## src/rtl/stopwatch_core.sv

```systemverilog
// rtl/stopwatch_core.sv - mm:ss.cc BCD stopwatch with run/stop, clear and lap freeze
// Buttons arrive already synchronized; edges are taken against a one-cycle-delayed copy.
module stopwatch_core #(
  parameter int CLK_DIV = 10000
) (
  input  logic        clk,
  input  logic        rst,
  input  logic        start_stop,
  input  logic        clear,
  input  logic        lap,
  output logic [23:0] digits,
  output logic        running,
  output logic        lap_active,
  output logic        update,
  output logic        wrap
);

  localparam logic ST_STOPPED = 1'b0;
  localparam logic ST_RUNNING = 1'b1;

  localparam logic [15:0] PRESC_MAX = 16'(CLK_DIV - 1);
  // Per-digit maximum, also the value that rolls over to zero
  localparam logic [23:0] DIGIT_MAX = 24'h595999;

  logic        ss_dly_q, clr_dly_q, lap_dly_q;
  logic        state_q, state_d;
  logic [15:0] presc_q, presc_d;
  logic [23:0] cnt_q, cnt_d;
  logic [23:0] dig_q, dig_d;
  logic        frz_q, frz_d;
  logic        upd_q, upd_d;
  logic        wrap_q, wrap_d;

  logic        ss_edge, clr_edge, clr_act, lap_edge, tick;
  logic [23:0] cnt_inc;

  function automatic logic [23:0] bcd_inc(input logic [23:0] c);
    logic [23:0] r;
    logic        carry;
    r     = c;
    carry = 1'b1;
    for (int i = 0; i < 6; i++) begin
      if (carry) begin
        if (r[i*4 +: 4] == DIGIT_MAX[i*4 +: 4]) begin
          r[i*4 +: 4] = 4'd0;
        end else begin
          r[i*4 +: 4] = r[i*4 +: 4] + 4'd1;
          carry       = 1'b0;
        end
      end
    end
    return r;
  endfunction

  // start_stop wins over clear, and an acting clear wins over lap
  assign ss_edge  = start_stop & ~ss_dly_q;
  assign clr_edge = clear & ~clr_dly_q & ~ss_edge;
  assign clr_act  = clr_edge & (state_q == ST_STOPPED);
  assign lap_edge = lap & ~lap_dly_q & ~ss_edge & ~clr_act;

  assign tick    = (state_q == ST_RUNNING) && (presc_q == PRESC_MAX);
  assign cnt_inc = bcd_inc(cnt_q);

  always_comb begin
    state_d = state_q;
    presc_d = presc_q;
    cnt_d   = cnt_q;
    dig_d   = dig_q;
    frz_d   = frz_q;
    upd_d   = 1'b0;
    wrap_d  = 1'b0;

    if (ss_edge) begin
      state_d = (state_q == ST_RUNNING) ? ST_STOPPED : ST_RUNNING;
    end

    // The prescaler only moves while running, so a restart resumes a partial tick
    if (state_q == ST_RUNNING) begin
      if (tick) begin
        presc_d = 16'd0;
        cnt_d   = cnt_inc;
        wrap_d  = (cnt_q == DIGIT_MAX);
      end else begin
        presc_d = presc_q + 16'd1;
      end
    end

    if (clr_act) begin
      presc_d = 16'd0;
      cnt_d   = 24'd0;
      dig_d   = 24'd0;
      frz_d   = 1'b0;
      upd_d   = 1'b1;
    end else if (lap_edge && frz_q) begin
      frz_d = 1'b0;
      dig_d = cnt_d;
      upd_d = 1'b1;
    end else if (lap_edge) begin
      frz_d = 1'b1;
    end else if (tick && !frz_q) begin
      dig_d = cnt_d;
      upd_d = 1'b1;
    end
  end

  always_ff @(posedge clk) begin
    if (rst) begin
      ss_dly_q  <= 1'b0;
      clr_dly_q <= 1'b0;
      lap_dly_q <= 1'b0;
      state_q   <= ST_STOPPED;
      presc_q   <= 16'd0;
      cnt_q     <= 24'd0;
      dig_q     <= 24'd0;
      frz_q     <= 1'b0;
      upd_q     <= 1'b0;
      wrap_q    <= 1'b0;
    end else begin
      ss_dly_q  <= start_stop;
      clr_dly_q <= clear;
      lap_dly_q <= lap;
      state_q   <= state_d;
      presc_q   <= presc_d;
      cnt_q     <= cnt_d;
      dig_q     <= dig_d;
      frz_q     <= frz_d;
      upd_q     <= upd_d;
      wrap_q    <= wrap_d;
    end
  end

  assign digits     = dig_q;
  assign running    = (state_q == ST_RUNNING);
  assign lap_active = frz_q;
  assign update     = upd_q;
  assign wrap       = wrap_q;

endmodule

```

## config.mk

```make
export PLATFORM = sky130hd
export DESIGN_NAME = stopwatch_core
export DESIGN_NICKNAME = d
export VERILOG_FILES = /design/src/rtl/stopwatch_core.sv
export SDC_FILE = /design/constraint.sdc
export NUM_CORES = 1
export LEC_CHECK = 0
export ABC_AREA = 1
export CAP_MARGIN = 20
export CORE_MARGIN = 2
export CORE_UTILIZATION = 43
export CTS_BUF_LIST = sky130_fd_sc_hd__clkbuf_4 sky130_fd_sc_hd__clkbuf_8 sky130_fd_sc_hd__clkbuf_16
export CTS_CLUSTER_SIZE = 8
export DETAILED_ROUTE_END_ITERATION = 12
export SYNTH_ARGS = -nofsm -noshare
export SYNTH_HDL_FRONTEND = slang
export SYNTH_SLANG_ARGS = --single-unit
```

## constraint.sdc

```tcl
create_clock -name clk -period 3.75 [get_ports clk]
set_input_delay 0.375 -clock clk [delete_from_list [all_inputs] [get_ports clk]]
set_output_delay 0.375 -clock clk [all_outputs]
set_load 0.02 [all_outputs]
```

# Word-level counts from Yosys, hierarchy flattened
# Cells that the tools add are included.
op_classes:
  n_bitwise: 14
  n_addsub: 7
  reduce_logical: 9
  n_mux: 31
  eq_ne: 9
op_table:
  columns: ["op", "n"]
  rows:
  - ["2-to-1 mux 24 bit", 5]
  - ["2-to-1 mux 4 bit", 11]
  - ["adder 4 x 1 -> 4 bit, second input constant", 6]
  - ["equality test 24 x 23 -> 1 bit, second input constant", 1]
  - ["adder 16 x 1 -> 16 bit, second input constant", 1]
  - ["equality test 16 x 14 -> 1 bit, second input constant", 1]
  - ["equality test 4 bit, second input constant", 4]
  - ["2-to-1 mux 16 bit", 1]
  - ["2-to-1 mux 1 bit", 14]
  - ["equality test 4 x 3 -> 1 bit, second input constant", 2]
  - ["AND 1 bit", 7]
  - ["NOT 1 bit", 7]
  - ["OR reduction 3 bit", 2]
  - ["logical AND 1 bit", 3]
  - ["inequality test 2 x 1 -> 1 bit, second input constant", 1]
  - ["AND reduction 2 bit", 1]
  - ["nonzero test 2 bit", 1]
  - ["OR reduction 2 bit", 1]
  - ["zero test 1 bit", 1]
word_totals:
  word_cells: 80
  inputBits: 5
  reg_bits: 71
  out_inout_bits: 28

# Depth between registers and ports, before layout
# Gate-level depths: netlist (run 1).
depth:
  depth_word: 12
  ltp_mapped: 13
  depth_no_buf: 13

# Worst setup path before layout (run 1)
# Ideal clock, no wire load.
synth_path:
  path_kind: "register -> register"
  from: "reg presc_q[0]"
  to: "reg dig_q[20] (netlist: digits[20])"
  period_less_slack_ns: 1.631
  setup_ns: 0.109
  n_path_buf: 1
  arrival_ns: 1.522
  t_required_ns: 3.641
  slack_ns: 2.119
  path_stages_with_launch: 12
  path_cell_list: "dfxtp_1 -> ha_1 -> nand2_1 -> inv_2 -> nand3_2 -> nor2_2 -> nand2_2 -> o21ai_4 -> buf_6 -> nand3_1 -> nand2_1 -> inv_1"
synth_via:
  elab_chain_cells: 7
  elab_cells_between_ends: 10
  classes_between: "eq/ne: 1; mux: 5; reduce/logical: 4"
synth_rtl:
  columns: ["item", "line", "text"]
  rows:
  - ["from (decl)", "27", "logic [15:0] presc_q, presc_d;"]
  - ["from (signal assigned)", "123", "presc_q <= presc_d;"]
  - ["equality test 16 x 14 -> 1 bit (*)", "61", "assign tick = (state_q == ST_RUNNING) && (presc_q == PRESC_MAX);"]
  - ["logical AND 1 bit (*)", "61", null]
  - ["2-to-1 mux 24 bit", "79", "if (tick) begin"]
  - ["2-to-1 mux 24 bit", "78", "if (state_q == ST_RUNNING) begin"]
  - ["2-to-1 mux 24 bit", "100", "end else if (tick && !frz_q) begin"]
  - ["2-to-1 mux 24 bit", "98", "end else if (lap_edge) begin"]
  - ["2-to-1 mux 24 bit", "94", "end else if (lap_edge && frz_q) begin"]
  - ["to (signal assigned)", "125", "dig_q <= dig_d;"]
  - ["to (decl)", "29", "logic [23:0] dig_q, dig_d;"]
# Every way passes the cells marked *; elsewhere a longest branch is shown, timed or not. The select of a mux whose other input is x is not followed.
# A chain may end at the register's enable or synchronous reset.

# Final worst setup path (run 1)
layout_path:
  from: "reg presc_q[0]"
  to: "reg dig_q[6] (netlist: digits[6])"
# Same word-level chain as after synthesis.

==> results of run 1 <==
==> power by group <==
| group | switching, W | leakage [nW] | internal, W |
|---|---|---|---|
| logic | 0.0000526 | 0.887 | 0.0000310 |
| clock network | 0.000276 | 0.0960 | 0.000316 |
| registers | 0.00000914 | 0.574 | 0.000765 |
| total | 0.000338 | 1.56 | 0.00111 |
==> per-stage QoR <==
step | std cells | util
2_1_floorplan | 514 | -
3_3_place_gp | 637 | 0.4962
3_5_place_dp | 637 | 0.4962
4_1_cts | 652 | 0.5200
5_1_grt | 652 | 0.5200
6_report | 652 | 0.5200
==> cells in the final DEF, fill, tap and decap left out, types with 5 or more instances in the layout <==
| cell type | count |
|---|---|
| nand2_2 | 6 |
| nor2_1 | 83 |
| nand2_1 | 106 |
| dfxtp_1 | 71 |
| inv_2 | 5 |
| nand3_1 | 36 |
| nor2_2 | 7 |
| clkdlybuf4s50_1 | 32 |
| clkbuf_8 | 9 |
| nand4_1 | 12 |
| o21ai_1 | 14 |
| o21ai_0 | 30 |
| inv_1 | 59 |
| a21oi_2 | 7 |
| a21oi_1 | 24 |
| nor3_1 | 13 |
| xor2_1 | 8 |
==> worst register-to-register path: stages (launching register included) <==
cell     delay (ns)
dfxtp_1        0.38
ha_1           0.23
nand3_1        0.13
nor2_1         0.13
nand3_1        0.43
inv_1          0.67
o21ai_0        0.20
nor2_1         0.13
nor2_1         0.05
==> how the worst max path moves through the flow <==
stage	to	slack, ns	cells past startpoint
2_1_floorplan	digits[20]	2.12	11
3_3_place_gp	digits[18]	1.24	11
3_5_place_dp	digits[19]	1.20	11
4_1_cts	digits[6]	1.28	8
5_1_grt	digits[6]	1.01	8
6_report	digits[6]	1.31	8
==> routing by layer <==
layer  wire length (um)  track usage
met5                  0            0
met4                138      0.06763
met3                289      0.04896
met2               3120       0.2887
met1               3929       0.2411
==> cell type report <==
type                       instances  area share
tap                              102     0.03143
inverter                          66     0.06225
clock inverter                     4     0.01171
clock buffer                      11     0.03421
sequential                        71      0.3501
timing repair buffer              34     0.08259
multi-input combinational        364      0.4277
==> logic make-up after synthesis <==
logic type | Yosys count | synth area share
AOI/OAI and AO/OA | 81 | 0.1306
xor gates and xnor gates | 9 | 0.02254
and+or+nand+nor | 273 | 0.3399
buffers and inverters | 79 | 0.09696
adders and majority gates | 1 | 0.003577
DFF | 71 | 0.4064
==> flip-flops by register name, indices dropped and copies added (netlist names) <==
| name | cells |
|---|---|
| update | 1 |
| wrap | 1 |
| ss_dly_q | 1 |
| lap_active | 1 |
| running | 1 |
| cnt_q | 24 |
| clr_dly_q | 1 |
| presc_q | 16 |
| digits | 24 |
| lap_dly_q | 1 |
==> flow_metrics.py, run 1 <==
metrics = {
    "run_status": {
        "outcome": "finished, final reports clean",
    },
    "place": {
        "gp_congestion": 0.8512,
        "postPlaceCellArea_um2": 3874,
        "dpl.hpwl_mm": 5.301,
        "dp_slack_ns": 1.197,
        "port-buffer-count": 32,
    },
    "grt": {
        "grt_pass1_vias": 2926,
        "track_usage": 0.1836,
        "antenna_found_initial": 0,
        "grt.overflow.total": 0,
        "grt_max_degree": 37,
        "grt_pass1_wl_mm": 12.96,
    },
    "detailed_routing": {
        "post_drt_via_cell_ratio": 4.936,
        "drt-total-wl_mm": 7.478,
        "wire_per_inst_um": 11.47,
        "firstDrtPassIters": 4,
        "vias": 3218,
        "drtIter0Drc": 172,
        "drtAntennaViolNets": 0,
        "remaining_drc_errors": 0,
    },
    "critical_path": {
        "cp_top_family": "simple AND/OR/NAND/NOR gates",
        "regToRegSetupSlack_ns": 1.31,
        "timing.rr.end": "digits[6]",
        "r2r-start": "presc_q[0]",
        "crit_top_cell": "nor2_1",
        "crit_path_max_incr_delay_ns": 0.66,
        "crit_slowest_cell": "inv_1",
        "worstPathMaxFanout": 21,
        "crit_start": "presc_q[0]",
        "critical_path_buf_inv_count": 1,
        "criticalPathCategory": "flop to flop",
        "endpoint_kind": "flop",
        "critPathLaunchType": "flop",
        "required_ns": 4.00,
        "arrival_ns": 2.69,
        "path_cells": "ha_1, nand3_1, nor2_1, nand3_1, inv_1, o21ai_0, nor2_1, nor2_1",
        "rr_worst_depth": 8,
    },
    "timing": {
        "worstMarginPinSlew_ns": 0.6770,
        "hold_viol_final": 0,
        "fmax_ghz": 0.4099,
        "period_needed_ns": 2.440,
        "whs_ns": 0.5127,
        "fin_crit_sh": 0.6506,
        "max_slew_margin": 0.5480,
        "setup_tns_ns": 0,
        "setup_violations": 0,
        "skew_ns": 0.009195,
        "rsz0062_at_grt": "no",
        "drv_slew": 0,
        "layout_setup_ws_ns": 1.310,
    },
    "clocking": {
        "root_buffer": "clkbuf_8",
        "cts_hold_buf": 0,
        "ctsHtreeMaxLevel": 3,
        "cts_resized": 0,
        "clock_path_buffers": 2,
        "clk_pin_slew_ns": 0.08,
        "post-cts-setup-buffer-count": 0,
        "clk_latency_ns": 0.35,
        "cts_tree": "built",
        "cts_buffers": 9,
        "clock_sinks": 71,
    },
    "synthesis": {
        "ys_ff_latch": 71,
        "synth_area_leaders": "dfxtp_1 41%, nand2_1 11%, nor2_1 8.9%",
        "netlist.area_leader.share": 0.4064,
        "synth_edf_count": 0,
        "syn_inst": 514,
        "synth_commonest_cells": "106 x nand2_1, 83 x nor2_1, 71 x dfxtp_1",
        "synth_most_common_cell": "nand2_1",
        "async_flop_share": 0,
        "yosys.area.top_type": "dfxtp_1",
        "ys_warn_count": 0,
        "mappedNetlistArea_um2": 3497,
        "synth.distinct_cells": 34,
        "yosys_most_used_dff": "dfxtp_1",
        "ys_seq_area_frac": 0.4064,
        "syn_avg_cell_area_um2": 6.804,
        "syn-num-nets": 520,
    },
    "cells_and_area": {
        "nets": 552,
        "antenna_cells": 0,
        "area_growth_syn_to_layout_pct": 16.10,
        "layout-drive-gt1-share": 0.08909,
        "seqCellArea_um2": 1421,
        "multi_input_area_um2": 1737,
        "fillers": 807,
        "fin_area_um2": 4060,
    },
    "hold_path": {
        "hold_start": "cnt_q[11]",
        "holdPathStages": 2,
        "hp-class": "flop to flop",
        "min_to": "cnt_q[11]",
    },
    "flow_run": {
        "timing.max_cap.violations": 0,
    },
    "floorplan": {
        "pin_count": 33,
        "die-height_um": 94.18,
        "dieWidth_um": 94.18,
        "row_count": 32,
        "design.die.area_um2": 8870,
        "core_um2": 7807,
        "initial_core_util": 0.4479,
    },
    "power_and_ir_drop": {
        "ir_drop_mv": 0.1816,
        "p_leak_nw": 1.556,
        "power_density_nw_per_um2": 357.0,
        "power_w": 0.001450,
    },
}
(Power assumes the default switching activity.)
==> run 2: changes to the inputs <==
- PLACE_DENSITY: default -> 0.65
- clock period: 3.75 -> 2 ns (I/O delays scaled with it)
==> run 2 against run 1 <==
Via count is 2.0% higher. Register-to-register slack worse by 1.1 ns. Sequential power is 87% higher. Sequential cell count stayed put. Final cell count is 1.5% higher. Total power is 100% higher. Maximum frequency is 33% higher. Critical path depth is 3 higher. Worst hold slack worse by 0.12 ns. Sequential share of layout area is 1.4 points lower. Clock skew is 0.0010 ns lower. Non-clock buffer count is 10 higher. Critical path type unchanged. Critical endpoint is now digits[0].
==> flow_metrics.py, run 2 (synthesis results as in run 1) <==
metrics = {
    "timing": {
        "period_needed_ns": 1.832,
        "fin_crit_sh": 0.9160,
        "skew_ns": 0.008183,
        "setup_tns_ns": 0,
        "worstMarginPinSlew_ns": 0.5146,
        "fmax_ghz": 0.5458,
        "drv_slew": 0,
        "max_slew_margin": 0.6543,
        "hold_viol_final": 0,
        "rsz0062_at_grt": "no",
        "setup_violations": 0,
    },
    "cells_and_area": {
        "area_growth_syn_to_layout_pct": 21.11,
        "layout_common_cells": "106 x nand2_1, 82 x nor2_1, 70 x dfxtp_1",
        "nets": 562,
        "layout-drive-gt1-share": 0.1107,
        "layout_commonest_cell": "nand2_1",
        "final_cell_count_no_fill": 662,
        "antenna_cells": 0,
    },
    "place": {
        "port-buffer-count": 32,
        "gp_congestion": 0.8852,
        "dpl.hpwl_mm": 5.430,
        "dp_cells": 645,
    },
    "floorplan": {
        "die-height_um": 94.18,
        "initial_core_util": 0.4479,
        "design.die.area_um2": 8870,
        "dieWidth_um": 94.18,
        "row_count": 32,
        "pin_count": 33,
        "core_um2": 7807,
    },
    "critical_path": {
        "worstPathMaxFanout": 17,
        "arrival_ns": 2.12,
        "endpoint_kind": "flop",
        "required_ns": 2.28,
        "critPathLaunchType": "flop",
        "criticalPathCategory": "flop to flop",
    },
    "grt": {
        "track_usage": 0.1845,
        "grt.overflow.total": 0,
        "antenna_found_initial": 0,
        "grt_max_degree": 34,
        "grt_pass1_wl_mm": 13.10,
        "grt_pass1_vias": 3056,
    },
    "clocking": {
        "clock_sinks": 71,
        "clk_pin_slew_ns": 0.07,
        "cts_buffers": 9,
        "ctsHtreeMaxLevel": 3,
        "cts_tree": "built",
        "root_buffer": "clkbuf_8",
        "clock_path_buffers": 2,
        "clk_latency_ns": 0.34,
    },
    "detailed_routing": {
        "remaining_drc_errors": 0,
        "drtAntennaViolNets": 0,
        "post_drt_via_cell_ratio": 4.959,
        "wire_per_inst_um": 11.38,
        "drt-total-wl_mm": 7.531,
        "vias": 3283,
        "firstDrtPassIters": 4,
        "drtIter0Drc": 125,
    },
    "run_status": {
        "outcome": "finished, final reports clean",
    },
    "power_and_ir_drop": {
        "power_density_nw_per_um2": 693.0,
        "ir_drop_mv": 0.3532,
        "p_leak_nw": 1.641,
    },
    "flow_run": {
        "timing.max_cap.violations": 0,
    },
    "hold_path": {
        "hp-class": "primary input to flop",
    },
}
==> run 2: area by class of cell <==
class	instances	area [um^2]
Inverter	66	252.7
Timing Repair Buffer	44	460.4
Clock buffer	12	165.2
Fill cell	783	3572
Tap cell	102	127.6
Clock inverter	3	65.06
Sequential cell	71	1423
Multi-Input combinational cell	364	1742
==> run 2: final timing paths <==
kind / end / depth (start not counted) / slack [ns] / start
worst max-delay path: digits[0] / 11 / 0.17 / presc_q[1]
worst min-delay path: lap_dly_q / 3 / 0.40 / lap
worst max register to register: digits[0] / 11 / 0.17 / presc_q[1]
worst min register to register: presc_q[0] / 2 / 0.49 / presc_q[0]
==> run 2: worst max-delay path: stages, from the launching register on <==
cell,delay [ns]
dfxtp_1,0.37
ha_2,0.21
nand2_1,0.07
inv_2,0.07
nand3_2,0.09
nor2_2,0.12
nand2_2,0.13
o21ai_4,0.23
buf_12,0.18
buf_4,0.12
o21ai_1,0.07
a21oi_2,0.11
==> run 2: metrics by stage <==
stage	worst slack (ns)	power (W)	hold slack [ns]	util	instance area, um^2
2_1_floorplan	0.3694	0.001587	0.3249	-	3497
3_3_place_gp	0.1756	0.001651	0.4853	0.5103	3984
3_5_place_dp	0.1140	0.001654	0.4952	0.5103	3984
4_1_cts	0.1372	0.002975	0.3827	0.5397	4214
5_1_grt	0.002275	0.003051	0.4088	0.5425	4235
6_report	0.1680	0.002935	0.3960	0.5425	4235
==> run 2: timing repair <==
action                     in CTS  in global routing
setup endpoints to repair       0                  8
resized for setup               0                  3
buffers inserted                0                  2
hold buffers                    0                  0
==> run 2: where the power goes <==
part / total, W / internal, W / switching [W] / leakage (nW)
Combinational: 0.000172 / 0.0000711 / 0.000100 / 0.948
Sequential: 0.00145 / 0.00143 / 0.0000161 / 0.574
Clock: 0.00131 / 0.000796 / 0.000517 / 0.118
==> run 2: metal layers <==
| layer | routed length [um] | global-route usage | vias to the layer above | part of all wire |
|---|---|---|---|---|
| met5 | 0 | 0 | - | 0 |
| met4 | 169 | 0.07246 | 0 | 0.022 |
| met3 | 245 | 0.03852 | 9 | 0.033 |
| met2 | 3376 | 0.2976 | 54 | 0.45 |
| met1 | 3740 | 0.2407 | 1486 | 0.50 |
| li1 | - | - | 1734 | - |
==> run 3: changes to the inputs <==
- CTS_BUF_LIST: sky130_fd_sc_hd__clkbuf_4 sky130_fd_sc_hd__clkbuf_8 sky130_fd_sc_hd__clkbuf_16 -> default
==> results of run 3 <==
Same layout as run 2: the final DEF is identical, and so are final timing and power.
